<file path="src/rtl/channel_fallback_ctrl_pkg.sv">
`default_nettype none
// +----------------------------------------------------------------+
// | qos_defs : shared widths and FSM encodings for channel_fallback |
// | Revision : 1.0                                                  |
// +----------------------------------------------------------------+
package qos_defs;

  localparam int NUM_CH = 4;
  localparam int CH_W   = 2;
  localparam int ERR_W  = 8;

  typedef enum logic [1:0] {
    S_RUN  = 2'd0,
    S_PEND = 2'd1,
    S_HOLD = 2'd2
  } state_e;

endpackage
`default_nettype wire

</file>
<file path="src/rtl/channel_fallback_ctrl_err_counter.sv">
`default_nettype none
// +----------------------------------------------------------------+
// | err_counter : saturating per-channel error counter, clear wins  |
// | Revision    : 1.0                                               |
// +----------------------------------------------------------------+
module err_counter
  import qos_defs::*;
(
  input  logic             clk,
  input  logic             rst_n,
  input  logic             strobe_i,
  input  logic             clear_i,
  output logic [ERR_W-1:0] count_o
);

  logic [ERR_W-1:0] count_q;
  logic [ERR_W-1:0] count_d;

  always_comb begin
    count_d = count_q;
    if (clear_i) begin
      count_d = '0;
    end else if (strobe_i && (count_q != '1)) begin
      count_d = count_q + ERR_W'(1);
    end
  end

  always_ff @(posedge clk) begin
    if (!rst_n) begin
      count_q <= '0;
    end else begin
      count_q <= count_d;
    end
  end

  assign count_o = count_q;

endmodule
`default_nettype wire

</file>
<file path="src/rtl/channel_fallback_ctrl.sv">
`default_nettype none
// +----------------------------------------------------------------+
// | channel_fallback_ctrl : TS input channel selection with fallback|
// | Revision              : 1.0                                     |
// +----------------------------------------------------------------+
module channel_fallback_ctrl
  import qos_defs::*;
#(
  parameter logic [ERR_W-1:0] ERR_THRESH = 8'd16,
  parameter int               HOLDOFF    = 1024,
  parameter int               TIMER_W    = 20
) (
  input  logic                clk,
  input  logic                rst_n,
  input  logic                fallback_enable_i,
  input  logic                manual_enable_i,
  input  logic [CH_W-1:0]     manual_channel_i,
  input  logic [2*NUM_CH-1:0] channel_priority_i,
  input  logic [TIMER_W-1:0]  reset_timer_i,
  input  logic [NUM_CH-1:0]   signal_present_i,
  input  logic [NUM_CH-1:0]   error_strobe_i,
  input  logic                pkt_sync_i,
  output logic [CH_W-1:0]     active_channel_o,
  output logic [ERR_W-1:0]    error_count_ch0_o,
  output logic [ERR_W-1:0]    error_count_ch1_o,
  output logic [ERR_W-1:0]    error_count_ch2_o,
  output logic [ERR_W-1:0]    error_count_ch3_o,
  output logic                switch_event_o,
  output logic                all_lost_o
);

  localparam int               HOLD_W    = (HOLDOFF > 1) ? $clog2(HOLDOFF) : 1;
  localparam logic [HOLD_W-1:0] HOLD_LOAD = HOLD_W'(HOLDOFF - 1);

  state_e              state_q, state_d;
  logic [CH_W-1:0]     active_q, active_d;
  logic [CH_W-1:0]     pend_q, pend_d;
  logic [HOLD_W-1:0]   hold_q, hold_d;
  logic [TIMER_W-1:0]  window_q, window_d;
  logic                switch_q, switch_d;
  logic                all_lost_q, all_lost_d;

  logic                win_clear;
  logic [NUM_CH-1:0]   healthy;
  logic [CH_W-1:0]     target;
  logic                fallback_lost;
  logic [ERR_W-1:0]    err_count [NUM_CH];

  always_comb begin
    window_d  = window_q;
    win_clear = 1'b0;
    if (reset_timer_i != '0) begin
      if (window_q == reset_timer_i - TIMER_W'(1)) begin
        window_d  = '0;
        win_clear = 1'b1;
      end else begin
        window_d  = window_q + TIMER_W'(1);
      end
    end
  end

  for (genvar i = 0; i < NUM_CH; i++) begin : g_err
    err_counter u_err (
      .clk      (clk),
      .rst_n    (rst_n),
      .strobe_i (error_strobe_i[i]),
      .clear_i  (win_clear),
      .count_o  (err_count[i])
    );
  end

  always_comb begin
    for (int i = 0; i < NUM_CH; i++) begin
      healthy[i] = signal_present_i[i] && (err_count[i] < ERR_THRESH);
    end
  end

  // Scan lowest priority first so the highest-ranked healthy channel wins.
  always_comb begin
    target        = active_q;
    fallback_lost = 1'b0;
    if (manual_enable_i) begin
      target = manual_channel_i;
    end else if (fallback_enable_i) begin
      fallback_lost = 1'b1;
      for (int r = NUM_CH - 1; r >= 0; r--) begin
        if (healthy[channel_priority_i[CH_W*r +: CH_W]]) begin
          target        = channel_priority_i[CH_W*r +: CH_W];
          fallback_lost = 1'b0;
        end
      end
    end else begin
      target = channel_priority_i[CH_W-1:0];
    end
  end

  always_comb begin
    state_d    = state_q;
    active_d   = active_q;
    pend_d     = pend_q;
    hold_d     = hold_q;
    switch_d   = 1'b0;
    all_lost_d = fallback_lost;
    case (state_q)
      S_RUN: begin
        if (target != active_q) begin
          state_d = S_PEND;
          pend_d  = target;
        end
      end
      S_PEND: begin
        pend_d = target;
        if (target == active_q) begin
          state_d = S_RUN;
        end else if (pkt_sync_i) begin
          active_d = pend_q;
          switch_d = 1'b1;
          hold_d   = HOLD_LOAD;
          state_d  = S_HOLD;
        end
      end
      S_HOLD: begin
        // Operator overrides are honoured even inside the anti-flap window.
        if (manual_enable_i && (target != active_q)) begin
          state_d = S_PEND;
          pend_d  = target;
        end else if (hold_q == '0) begin
          state_d = S_RUN;
        end else begin
          hold_d = hold_q - HOLD_W'(1);
        end
      end
      default: state_d = S_RUN;
    endcase
  end

  always_ff @(posedge clk) begin
    if (!rst_n) begin
      state_q    <= S_RUN;
      active_q   <= '0;
      pend_q     <= '0;
      hold_q     <= '0;
      window_q   <= '0;
      switch_q   <= 1'b0;
      all_lost_q <= 1'b0;
    end else begin
      state_q    <= state_d;
      active_q   <= active_d;
      pend_q     <= pend_d;
      hold_q     <= hold_d;
      window_q   <= window_d;
      switch_q   <= switch_d;
      all_lost_q <= all_lost_d;
    end
  end

  assign active_channel_o  = active_q;
  assign switch_event_o    = switch_q;
  assign all_lost_o        = all_lost_q;
  assign error_count_ch0_o = err_count[0];
  assign error_count_ch1_o = err_count[1];
  assign error_count_ch2_o = err_count[2];
  assign error_count_ch3_o = err_count[3];

endmodule
`default_nettype wire

</file>
<file path="config.mk">
export PLATFORM = sky130hd
export DESIGN_NAME = channel_fallback_ctrl
export DESIGN_NICKNAME = d
export VERILOG_FILES = /design/src/rtl/channel_fallback_ctrl_pkg.sv /design/src/rtl/channel_fallback_ctrl_err_counter.sv /design/src/rtl/channel_fallback_ctrl.sv
export SDC_FILE = /design/constraint.sdc
export NUM_CORES = 1
export LEC_CHECK = 0
export CORE_AREA = 5 5 159 100
export CTS_CLUSTER_SIZE = 12
export DETAILED_ROUTE_END_ITERATION = 10
export DIE_AREA = 0 0 164 105
export PLACE_DENSITY = 0.52
export SLEW_MARGIN = 20
export SYNTH_ARGS = -nofsm -noshare
export SYNTH_HDL_FRONTEND = slang
export SYNTH_SLANG_ARGS = --single-unit
</file>
<file path="constraint.sdc">
create_clock -name clk -period 4.11 [get_ports clk]
set_input_delay 0.6165 -clock clk [delete_from_list [all_inputs] [get_ports clk]]
set_output_delay 0.6165 -clock clk [all_outputs]
set_load 0.01 [all_outputs]
</file>
Yosys cells after proc, flatten, opt, wreduce, memory -nomap -nowiden
Cells that the tools add are included.
{"block": "classes", "addsub": 7, "order_cmp": 8, "n_eq_ne": 17, "muxes": 33, "bitwise_logic": 4, "reduce_logical": 21}
{"cell": "10-bit 2-to-1 mux", "n": 4}
{"cell": "8-bit by 1-bit adder with 8-bit output (second input constant)", "n": 4}
{"cell": "8-bit by 5-bit less-than comparator with 1-bit output (second input constant)", "n": 4}
{"cell": "8-bit inequality test (second input constant)", "n": 4}
{"cell": "2-bit 2-to-1 mux", "n": 13}
{"cell": "20-bit by 1-bit adder with 20-bit output (second input constant)", "n": 1}
{"cell": "20-bit == test", "n": 1}
{"cell": "20-bit 2-to-1 mux", "n": 1}
{"cell": "10-bit one-hot mux with 2 select lines", "n": 1}
{"cell": "20-bit nonzero test", "n": 1}
{"cell": "20-bit by 1-bit subtractor with 20-bit output (second input constant)", "n": 1}
{"cell": "2-bit by 3-bit less-than comparator with 1-bit output (second input constant)", "n": 4}
{"cell": "2-bit inequality test (second input constant)", "n": 6}
{"cell": "2-bit one-hot mux with 3 select lines", "n": 2}
{"cell": "10-bit zero test", "n": 1}
{"cell": "10-bit by 1-bit subtractor with 10-bit output (second input constant)", "n": 1}
{"cell": "1-bit logical AND", "n": 9}
{"cell": "3-bit AND reduction", "n": 3}
{"cell": "1-bit binary-select mux with 2-bit select", "n": 4}
{"cell": "1-bit 2-to-1 mux", "n": 8}
{"cell": "3-bit inequality test (second input constant)", "n": 2}
{"cell": "6-bit OR reduction", "n": 1}
{"cell": "5-bit AND reduction", "n": 1}
{"cell": "1-bit NOT", "n": 4}
{"cell": "9 further kinds", "n": 9}
{"block": "totals", "regBits": 70, "out_inout_bits": 36}

Longest topological paths before layout
{"block": "logic_depth", "ltp_word": 14, "depth_mapped": 13, "ltp_nobuf": 11}

Cells and area by module
Synthesis repeated with hierarchy kept, for this count alone.
{"block": "hier_totals", "hier_cells": 573, "area_unflattened_um2": 4889.7}
{"mod": "channel_fallback_ctrl", "n_inst": 1, "cells_each": 389, "area_each_um2": 3203.1}
{"mod": "err_counter", "n_inst": 4, "cells_each": 46, "area_each_um2": 421.7}

Worst setup path after synthesis
Ideal clock, no wire load.
{"block": "synth_path", "kind": "input to register", "start": "in reset_timer_i[0]", "end": "reg window_q[0]", "setup_ns": 0.115, "arrival_ns": 2.767, "setup_slack_ns": 1.228, "cell_stages": 12, "path_cell_list": "inv_1 > ha_1 > nor2b_1 > buf_4 > nand2_1 > or3_1 > a2111oi_2 > and4_1 > nand3_2 > o21ai_4 > buf_6 > nor2_2"}
{"block": "synth_via", "elab_chain_len": 3}
{"element": "start: declaration", "line_no": "channel_fallback_ctrl.sv:19", "text": "input logic [TIMER_W-1:0] reset_timer_i,"}
{"element": "20-bit by 1-bit subtractor with 20-bit output", "line_no": "channel_fallback_ctrl.sv:53", "text": "if (window_q == reset_timer_i - TIMER_W'(1)) begin"}
{"element": "20-bit == test", "line_no": "channel_fallback_ctrl.sv:53"}
{"element": "20-bit 2-to-1 mux", "line_no": "channel_fallback_ctrl.sv:53"}
{"element": "end signal: assignment", "line_no": "channel_fallback_ctrl.sv:151", "text": "window_q <= window_d;"}
{"element": "end: declaration", "line_no": "channel_fallback_ctrl.sv:39", "text": "logic [TIMER_W-1:0] window_q, window_d;"}
Parallel ways exist; a longest one is shown, timed or not.
A chain may end at the register's enable or synchronous reset.

Worst setup path in the final report
{"block": "layout_path", "start": "in reset_timer_i[0]", "end": "reg g_err[2].u_err.count_q[4]"}
{"block": "layout_via", "elab_chain_len": 5}
{"element": "20-bit by 1-bit subtractor with 20-bit output", "line_no": "channel_fallback_ctrl.sv:53"}
{"element": "20-bit == test", "line_no": "channel_fallback_ctrl.sv:53"}
{"element": "1-bit 2-to-1 mux", "line_no": "channel_fallback_ctrl.sv:53"}
{"element": "1-bit 2-to-1 mux (*)", "line_no": "channel_fallback_ctrl.sv:52", "text": "if (reset_timer_i != '0) begin"}
{"element": "2-bit OR reduction (no line) (*)"}
{"element": "end signal: assignment", "line_no": "channel_fallback_ctrl_err_counter.sv:32", "text": "count_q <= count_d;"}
{"element": "end: declaration", "line_no": "channel_fallback_ctrl_err_counter.sv:16", "text": "logic [ERR_W-1:0] count_q;"}
Mark *: on every way between the ends. The rest lies on a longest branch, timed or not.

==> summary.txt <==
Synth
  • Simple-Gate Fraction of Synth Area: 0.287
  • Portion of synthesized cell area occupied by the leading cell type: 0.312
  • Cell taking the most area after synthesis: sky130_fd_sc_hd__dfxtp_1
  • Share of flip-flops with an asynchronous set or reset: 0
  • Yosys warning total: 0
  • Main combinational cell family by area after synthesis: simple AND/OR/NAND/NOR gates
  • Dominant cell by count in the synthesized netlist: sky130_fd_sc_hd__nor2_1
  • Most frequent cells after synthesis: 75 x sky130_fd_sc_hd__nor2_1, 70 x sky130_fd_sc_hd__dfxtp_1, 43 x sky130_fd_sc_hd__xnor2_1, 37 x sky130_fd_sc_hd__nand2_1, 33 x sky130_fd_sc_hd__xor2_1
  • Largest cells by area after synthesis: sky130_fd_sc_hd__dfxtp_1 31%, sky130_fd_sc_hd__xnor2_1 8.4%, sky130_fd_sc_hd__xor2_1 6.4%
  • Synth Area in XOR/XNOR: 0.152
  • Distinct cell type count of the synthesized netlist: 76
  • Sequential cell area fraction in the yosys report: 0.312
  • Adder-cell share of the synthesized area: 0.0223
  • Mean instance size in the synthesized netlist: 8.46 um2
  • Post-synth design cell area: 4490 um2
  • Share of synthesized area spent on multiplexers: 0.0323
  • Nets in the synthesized netlist: 582
  • Fraction of the mapped netlist area in compound gates: 0.151
  • Number of standard cells after synthesis: 531
  • Synth Flop Type: sky130_fd_sc_hd__dfxtp_1
  • Post-synthesis sequential element count: 70
  • Post-synth EDFFs: 0

Setup path
  • Critical path data required time: 4.32 ns
  • Number of cells on the worst reg-to-reg path: 9
  • Reg2reg start: g_err[1].u_err.count_o[4]
  • Worst R2R End: active_channel_o[0]
  • Worst Setup End Kind: register
  • Slack of the worst reg-to-reg path: 1.22 ns
  • Kind of launch point of the worst setup path: input pin
  • Worst-path cell chain: clkdlybuf4s50_1, inv_1, ha_1, nor2b_1, buf_4, nand2_1, buf_4, xor2_1, o211ai_1, a2111oi_2, and4_1, nand3_2, o21ai_4, buf_12, nor2_1
  • Worst Path Max Fanout: 51
  • Maximum single-stage delay on the critical path: 0.54 ns
  • CP Class: in -> reg
  • Crit-path most repeated cell: sky130_fd_sc_hd__buf_4
  • Data arrival time of the critical path: 3.58 ns
  • Cell with the largest stage delay on the worst path: sky130_fd_sc_hd__clkdlybuf4s50_1

Clocking
  • TritonCTS clock tree: built
  • Total of cells resized after clock tree synthesis: 0
  • Buffer count from post-CTS setup fixing: 0
  • CTS Buf Count: 9
  • Post-CTS Hold Fix Bufs: 0
  • Clock transition at the register clock pins on the worst setup and hold paths after CTS: 0.06 ns
  • Number of buffers between clock root and the deepest sink: 2
  • Number of levels the H-tree was split into: 3
  • Clock Sinks: 70
  • Root cell of the clock tree: sky130_fd_sc_hd__clkbuf_16
  • Clock insertion delay at the later pin of the skew report: 0.33 ns

Floorplan
  • DIE AREA: 17,200 um2
  • Vertical die dimension: 105 um
  • Site row count: 34
  • Width of the die: 164 um
  • Core area: 14,200 um2
  • Top-level port count: 79
  • Starting Density: 0.316

Power and ir drop
  • Leakage: 0.00199 uW
  • P per Cell Area: 321 nW/um2
  • Total Power: 1860 uW
  • Maximum resistive drop on vdd: 0.000192 V

STA
  • Worst Skew: 0.00912 ns
  • Slew Viols, Final: 0
  • Period utilization: 0.821
  • Final Critical Period: 3.37 ns
  • Hold violation count in the final report: 0
  • Slew at the pin with the worst max-slew slack: 0.611 ns
  • Final setup TNS: 0 ns
  • Count of final setup violators: 0
  • RSZ-0062 raised after global routing: no
  • Maximum clock frequency: 0.297 GHz
  • Worst relative slew slack: 0.590

GRT
  • Vias in the first global route: 3,843
  • Met2 Track Usage GR: 0.189
  • Number of antenna violations at the first check in global routing: 0
  • GRT Util Overall: 0.141
  • Pin count of the biggest net entering global routing: 52
  • Most used routing layer: met1
  • GRT met1 Usage: 0.219
  • Wire length of the first global-routing pass: 19.8 mm
  • Final global-route overflow total: 0
  • Global routing usage on met3: 0.0448

Route
  • Vias per inst: 4.96
  • Wirelength per Cell: 14.9 um
  • Total DRC errors in the routed layout: 0
  • Antenna violation net count after detailed routing: 0
  • Number of DRC markers after the initial detailed-route iteration: 222
  • Total length of routed wires: 12.2 mm
  • Via count: 4,044
  • First-pass iteration count of the detailed router: 4

Run status
  • Run status: finished clean

Layout
  • Number of inserted diodes: 0
  • Layout fillers: 1,429
  • Share of cells above drive strength 1: 0.105
  • Nets: 664
  • Final standard cell utilization of the core: 0.407
  • Layout overhead on the synthesized area: 28.8%

Min path
  • Worst Hold Class: reg -> reg
  • Hold_sp: pend_q[0]
  • Sink of the worst hold path: active_channel_o[0]
  • Min-Delay Path Depth: 2

Placed design
  • Port Buffer Count: 78
  • Post-DP HPWL: 9.35 mm
  • Final Wtd Congestion: 0.857

Flow run
  • Max capacitance violation total: 0
cell usage in the layout, fill, tap and decap left out, types with 5 or more instances in the layout:
master,netlist,final
sky130_fd_sc_hd__clkdlybuf4s50_1,0,78
sky130_fd_sc_hd__nand4_1,13,13
sky130_fd_sc_hd__mux2i_1,10,10
sky130_fd_sc_hd__nand2b_1,6,6
sky130_fd_sc_hd__inv_1,22,22
sky130_fd_sc_hd__ha_1,8,8
sky130_fd_sc_hd__nand2_1,37,37
sky130_fd_sc_hd__o21a_1,5,5
sky130_fd_sc_hd__nand3_1,27,27
sky130_fd_sc_hd__xor2_1,33,33
sky130_fd_sc_hd__nor3_2,7,7
sky130_fd_sc_hd__nor3b_1,5,5
sky130_fd_sc_hd__or3_1,12,12
sky130_fd_sc_hd__buf_4,1,6
sky130_fd_sc_hd__o311ai_0,5,5
sky130_fd_sc_hd__dfxtp_1,70,70
sky130_fd_sc_hd__nor2b_1,7,7
sky130_fd_sc_hd__a21oi_1,15,15
sky130_fd_sc_hd__nor2_2,10,10
sky130_fd_sc_hd__nor2_1,75,75
sky130_fd_sc_hd__clkbuf_16,0,9
sky130_fd_sc_hd__o21ai_0,8,8
sky130_fd_sc_hd__and2_1,5,5
sky130_fd_sc_hd__a21oi_2,8,8
sky130_fd_sc_hd__nor3_1,10,10
sky130_fd_sc_hd__xnor2_1,43,43
cells by family after synthesis:
logic type / count (synthesis)
compound gates: 83
xor+xnor: 77
fa+ha+maj: 8
buf+inv: 37
flops: 70
mux: 14
simple gates: 242
area by class of cell:
class | instances | area (um2) | share of cell area
Clock buffer | 12 | 256 | 0.0444
Timing Repair Buffer | 85 | 846 | 0.146
Clock inverter | 4 | 53.8 | 0.00930
Sequential cell | 70 | 1400 | 0.242
Inverter | 23 | 86.3 | 0.0149
Tap cell | 198 | 248 | 0.0428
Multi-Input combinational cell | 424 | 2890 | 0.500
power by group:
group	internal [uW]	switching (uW)	total (uW)
Clock	505	294	799
Combinational	153	162	315
Sequential	709	34.4	743
Total	1370	491	1860
worst max-delay path, delay by kind of cell:
family / cells / cell delay, ns
fa+ha+maj: 1 / 0.21
xor+xnor: 1 / 0.17
simple gates: 5 / 0.72
compound gates: 3 / 0.60
buf+inv: 5 / 1.22
registers in the layout, summed over array words and instances (netlist names):
register,cells
g_err.u_err.count_o,32
window_q,20
hold_q,10
active_channel_o,2
pend_q,2
state_q,2
all_lost_o,1
switch_event_o,1
stage by stage:
stage	area, um2	setup slack (ns)	hold slack [ns]	std cells
4_1_cts	5780	0.749	0.479	816
5_1_grt	5780	0.541	0.510	816
6_report	5780	0.737	0.480	816
3_3_place_gp	5470	0.529	0.451	800
2_1_floorplan	4490	1.23	0.435	531
3_5_place_dp	5470	0.411	0.469	800
worst max-delay path by stage:
stage | start | slack [ns] | end | cells past startpoint
floorplan | reset_timer_i[0] | 1.23 | window_q[0] | 12
global placement | reset_timer_i[6] | 0.53 | g_err[1].u_err.count_o[5] | 11
detailed placement | reset_timer_i[0] | 0.41 | g_err[3].u_err.count_o[4] | 15
CTS | reset_timer_i[0] | 0.75 | g_err[3].u_err.count_o[4] | 15
global route | reset_timer_i[6] | 0.54 | g_err[2].u_err.count_o[4] | 11
finish | reset_timer_i[0] | 0.74 | g_err[2].u_err.count_o[4] | 15
routing by layer:
layer	vias to the layer above	routed length [um]
li1	2044	-
met1	1900	6590
met2	94	4810
met3	6	699
met4	0	65
met5	-	0
Power figures use the tool's default switching activity.
